## src/rtl/trdb_pkg.sv

```systemverilog
// Shared types and constants for the trdb trace-control blocks.
package trdb_pkg;

  localparam int unsigned RESYNC_W_DEFAULT = 16;

  typedef enum logic [1:0] {
    OFF      = 2'd0,
    ARMED    = 2'd1,
    ACTIVE   = 2'd2,
    STOPPING = 2'd3
  } sync_state_e;

  typedef enum logic {
    RESYNC_CYCLES  = 1'b0,
    RESYNC_PACKETS = 1'b1
  } resync_mode_e;

endpackage

```

## src/rtl/trdb_resync_counter.sv

```systemverilog
// Saturating resync counter with synchronous clear and threshold compare.
module trdb_resync_counter
  import trdb_pkg::*;
#(
  parameter int unsigned W = RESYNC_W_DEFAULT
) (
  input  logic         clk_i,
  input  logic         rst_ni,
  input  logic         clr_i,
  input  logic         inc_i,
  input  logic [W-1:0] max_i,
  output logic         gt_o,
  output logic         et_o
);

  logic [W-1:0] count_d, count_q;

  // NOTE: every always_comb output gets a default first so no path can infer a latch.
  always_comb begin
    count_d = count_q;
    if (clr_i) begin
      count_d = '0;
    end else if (inc_i && (count_q != '1)) begin
      count_d = count_q + W'(1);
    end
  end

  // NOTE: state flops use non-blocking assignments so every flop samples pre-edge values.
  always_ff @(posedge clk_i or negedge rst_ni) begin
    if (!rst_ni) count_q <= '0;
    else         count_q <= count_d;
  end

  assign gt_o = (count_q >  max_i);
  assign et_o = (count_q == max_i);

endmodule

```

## src/rtl/trdb_sync_scheduler.sv

```systemverilog
// Encoder lifecycle FSM and resync scheduling feeding the tc_* inputs of trdb_priority.
module trdb_sync_scheduler
  import trdb_pkg::*;
#(
  parameter int unsigned RESYNC_W = RESYNC_W_DEFAULT
) (
  input  logic                clk_i,
  input  logic                rst_ni,
  input  logic                trace_enable_i,
  input  logic                valid_i,
  input  logic                qualified_i,
  input  logic                packet_emitted_i,
  input  logic                resync_timer_rst_i,
  input  logic                resync_mode_i,
  input  logic [RESYNC_W-1:0] max_resync_i,
  output logic                enc_enabled_o,
  output logic                enc_disabled_o,
  output logic                first_qualified_o,
  output logic                gt_max_resync_o,
  output logic                et_max_resync_o,
  output logic                active_o,
  output logic [1:0]          state_o
);

  sync_state_e state_d, state_q;
  logic        enc_enabled_d, enc_enabled_q;
  logic        enc_disabled_d, enc_disabled_q;
  logic        first_qualified_d, first_qualified_q;
  logic        enter_active;
  logic        cnt_clr, cnt_inc, cnt_gt, cnt_et;
  logic        in_active;

  always_comb begin
    state_d           = state_q;
    enc_enabled_d     = 1'b0;
    enc_disabled_d    = 1'b0;
    first_qualified_d = 1'b0;
    enter_active      = 1'b0;
    unique case (state_q)
      OFF: begin
        if (trace_enable_i) begin
          state_d       = ARMED;
          enc_enabled_d = 1'b1;
        end
      end
      ARMED: begin
        // Disable outranks a same-cycle first qualified instruction.
        if (!trace_enable_i) begin
          state_d = OFF;
        end else if (valid_i && qualified_i) begin
          state_d           = ACTIVE;
          first_qualified_d = 1'b1;
          enter_active      = 1'b1;
        end
      end
      ACTIVE: begin
        if (!trace_enable_i) begin
          state_d        = STOPPING;
          enc_disabled_d = 1'b1;
        end
      end
      STOPPING: begin
        if (packet_emitted_i) state_d = OFF;
      end
      default: state_d = OFF;
    endcase
  end

  always_ff @(posedge clk_i or negedge rst_ni) begin
    if (!rst_ni) begin
      state_q           <= OFF;
      enc_enabled_q     <= 1'b0;
      enc_disabled_q    <= 1'b0;
      first_qualified_q <= 1'b0;
    end else begin
      state_q           <= state_d;
      enc_enabled_q     <= enc_enabled_d;
      enc_disabled_q    <= enc_disabled_d;
      first_qualified_q <= first_qualified_d;
    end
  end

  // The counter only moves while ACTIVE, which keeps it frozen through STOPPING.
  assign in_active = (state_q == ACTIVE);
  assign cnt_clr   = enter_active || (in_active && resync_timer_rst_i);
  assign cnt_inc   = in_active &&
                     ((resync_mode_e'(resync_mode_i) == RESYNC_CYCLES) || packet_emitted_i);

  trdb_resync_counter #(
    .W (RESYNC_W)
  ) u_resync_counter (
    .clk_i  (clk_i),
    .rst_ni (rst_ni),
    .clr_i  (cnt_clr),
    .inc_i  (cnt_inc),
    .max_i  (max_resync_i),
    .gt_o   (cnt_gt),
    .et_o   (cnt_et)
  );

  assign enc_enabled_o     = enc_enabled_q;
  assign enc_disabled_o    = enc_disabled_q;
  assign first_qualified_o = first_qualified_q;
  assign gt_max_resync_o   = cnt_gt && in_active;
  assign et_max_resync_o   = cnt_et && in_active;
  assign active_o          = (state_q == ACTIVE) || (state_q == STOPPING);
  assign state_o           = state_q;

endmodule

```

## config.mk

```make
export PLATFORM = sky130hd
export DESIGN_NAME = trdb_sync_scheduler
export DESIGN_NICKNAME = d
export VERILOG_FILES = /design/src/rtl/trdb_pkg.sv /design/src/rtl/trdb_resync_counter.sv /design/src/rtl/trdb_sync_scheduler.sv
export SDC_FILE = /design/constraint.sdc
export NUM_CORES = 1
export LEC_CHECK = 0
export ABC_CLOCK_PERIOD_IN_PS = 4270
export BUFFER_PORTS_ARGS = -buffer_cell sky130_fd_sc_hd__buf_2
export CORE_MARGIN = 2
export CORE_UTILIZATION = 60
export CTS_BUF_LIST = sky130_fd_sc_hd__clkbuf_4
export CTS_CLUSTER_SIZE = 28
export DETAILED_ROUTE_END_ITERATION = 12
export PLACE_DENSITY = 0.93
export SLEW_MARGIN = 10
export SYNTH_ARGS = -nofsm -noshare
export SYNTH_HDL_FRONTEND = slang
export SYNTH_SLANG_ARGS = --single-unit
```

## constraint.sdc

```tcl
create_clock -name clk_i -period 4.27 [get_ports clk_i]
set_input_delay 0.427 -clock clk_i [delete_from_list [all_inputs] [get_ports clk_i]]
set_output_delay 0.427 -clock clk_i [all_outputs]
set_load 0.03 [all_outputs]
```

==> results_dict.tcl <==
set metrics [dict create \
    synth_edf_count 0 \
    layout.nets 255 \
    yosys_warnings 0 \
    cp.arrival_ns 2.27 \
    path_cells "ha_1 > nand4_1 > nor4_1 > a21boi_0 > o311a_1 > buf_2" \
    setup_violations 0 \
    drt_iter0_drc 82 \
    async_flop_share_pct 100 \
    slew_violations 0 \
    die-area_um2 3110 \
    vdd_drop_max_v 0.000326 \
    wl_mm 3.63 \
    syn_area_um2 1610 \
    synth-seq-cells 21 \
    grt_pass1_vias 1432 \
    gp_congestion 0.852 \
    yosys.area.top_type "dfrtp_1" \
    postCtsSetupBuffers 0 \
    grt_antenna_before_repair 0 \
    worstPathRequired_ns 3.84 \
    synth.area.top_cells "dfrtp_1 33%, ha_1 13%, inv_1 4.2%" \
    tns_ns 0 \
    endpoint_kind "output port" \
    worst_pin_slew_ns 0.660 \
    fin_util_pct 71.9 \
    outcome "complete, no violations" \
    cts_root_buffer "clkbuf_4" \
    cts_tree "built" \
    synth_most_common_cell "dfrtp_1" \
    synth.avg_cell_area_um2 8.79 \
    timing.rr.start "u_resync_counter.count_q[0]" \
    place_inst 239 \
    slowest_delay_ns 0.45 \
    initial_utilization_pct 64.4 \
    fin_skew_ns 0.00507 \
    synth.distinct_cells 43 \
    cts_sinks 21 \
    synthTopCellsByCount "21 x dfrtp_1, 18 x inv_1, 17 x ha_1, 17 x nand2_1, 13 x a21oi_1" \
    hold_viol_final 0 \
    ios 32 \
    maxCapViolCount 0 \
    cts_buffers 3 \
    leakage_nw 0.912 \
    synth_ff_type "dfrtp_1" \
    path_clk_slew_ns 0.12 \
    via_per_inst 6.27 \
    ctsResizeCount 0 \
    clock_path_buffers 2 \
    n_antenna_cell 0 \
    yosysSeqAreaShare_pct 32.7 \
    grt_max_degree 22 \
    min_period_ns 2.70 \
    area_growth_pct 11.7 \
    wire_per_inst_um 14.9 \
    crit_start "u_resync_counter.count_q[14]" \
    synth_fp_nets 224 \
    coreArea_um2 2500 \
    grt_usage_pct 23.6 \
    drive_above_1_share_pct 20.7 \
    finalNonFillerCells 243 \
    cp_max_fo 5 \
    cts_hold_buf 0 \
    hold_class "in2async" \
    fin_crit_sh_pct 63.2 \
    overflow 0 \
    clk_latency_ns 0.30 \
    worst-setup-path-type "reg2out" \
    start_kind "flip-flop" \
    detail-route-antenna-nets 0 \
    grt_pass1_wl_mm 6.07 \
    drc 0 \
    fp-row-count 18 \
    die_height_um 55.8 \
    dr.pass1.iters 4 \
    power-per-cell-area_nw_per_um2 298 \
    htree_num_levels 1 \
    fin_area_um2 1800 \
    vias 1523 \
    syn_inst 183 \
    dp_hpwl_mm 2.78 \
    rsz0062_at_grt "no" \
    dpl-instance-area_um2 1770 \
    max_freq_ghz 0.371 \
    synth_top_cell_area_share_pct 32.7 \
    maxSlewHeadroom_pct 56.0 \
    port_buffers 31 \
    cp_slowest_cell "dfrtp_1" \
    die_w_um 55.8 \
]
[layout make-up]
class	count	area (um^2)
multi-input cells	139	981
well taps	30	37.5
clock buffers	4	30.0
inverters	18	67.6
fillers	216	703
repair buffers	31	155
flip-flops and latches	21	526
[worst paths after layout]
| kind | endpoint | slack, ns | cells past startpoint |
|---|---|---|---|
| max | gt_max_resync_o | 1.57 | 6 |
| min | u_resync_counter.count_q[0] | 0.06 | 1 |
| max reg2reg | u_resync_counter.count_q[2] | 2.39 | 5 |
| min reg2reg | enc_enabled_o | 0.55 | 1 |
| max in group asynchronous | u_resync_counter.count_q[8] | 3.88 | 1 |
| min in group clk_i | enc_disabled_o | 0.31 | 2 |
[placed cells by master (no fill, tap or decap), types with 3 or more instances in the layout]
master	netlist	layout
mux2i_1	6	6
nand2_1	17	17
ha_1	17	17
nand2b_1	9	9
nor2_1	5	5
nand3_1	7	7
nand4_1	8	8
or4_1	3	3
and2_1	3	3
o31ai_1	4	4
a21oi_1	13	13
clkbuf_4	0	4
dfrtp_1	21	21
a21o_1	3	3
inv_1	18	18
buf_2	1	31
o21ai_0	6	6
nor4_1	8	8
or3_1	3	3
[logic make-up (layout without fill, tap and decap cells)]
| logic type | after synthesis | in the layout | synth area share, % |
|---|---|---|---|
| buf+inv | 23 | 53 | 6.38 |
| flops | 21 | 21 | 32.7 |
| fa+ha+maj | 17 | 17 | 13.2 |
| compound gates | 36 | 36 | 14.8 |
| simple gates | 80 | 80 | 29.2 |
| mux | 6 | 6 | 3.73 |
[metal layers]
| layer | global-route usage (%) | vias up | wire length, um | part of all wire [%] |
|---|---|---|---|---|
| met5 | 0 | - | 0 | 0 |
| met4 | 8.01 | 0 | 85 | 2.3 |
| met3 | 4.19 | 16 | 310 | 8.5 |
| met2 | 40.3 | 88 | 1670 | 46 |
| met1 | 30.1 | 689 | 1560 | 43 |
| li1 | - | 730 | - | - |
[flip-flops by register name, indices dropped and copies added, names as in the netlist, named ones only]
signal	flops
enc_disabled_o	1
enc_enabled_o	1
first_qualified_o	1
state_o	1
u_resync_counter.count_q	16
[through the flow]
| stage | hold WS (ns) | setup WS [ns] | power (mW) |
|---|---|---|---|
| 2_1_floorplan | 0.131 | 2.06 | 0.386 |
| 3_3_place_gp | 0.404 | 1.96 | 0.429 |
| 3_5_place_dp | 0.409 | 1.89 | 0.437 |
| 4_1_cts | 0.0758 | 1.63 | 0.537 |
| 5_1_grt | 0.0831 | 1.49 | 0.569 |
| 6_report | 0.0614 | 1.57 | 0.536 |
[worst max-delay path: cells and delay by family (launching register included)]
family                     cells  cell delay [ns]
AOI/OAI and AO/OA              2             0.44
adders and majority gates      1             0.34
buffers and inverters          1             0.19
DFF                            1             0.45
and+or+nand+nor                2             0.55
[power by group]
part	internal [mW]	total, mW	switching, mW
clock	0.0426	0.102	0.0596
combinational	0.0656	0.185	0.119
sequential	0.221	0.249	0.0275
total	0.329	0.536	0.207
No activity file was read; power rests on OpenSTA's default activity.
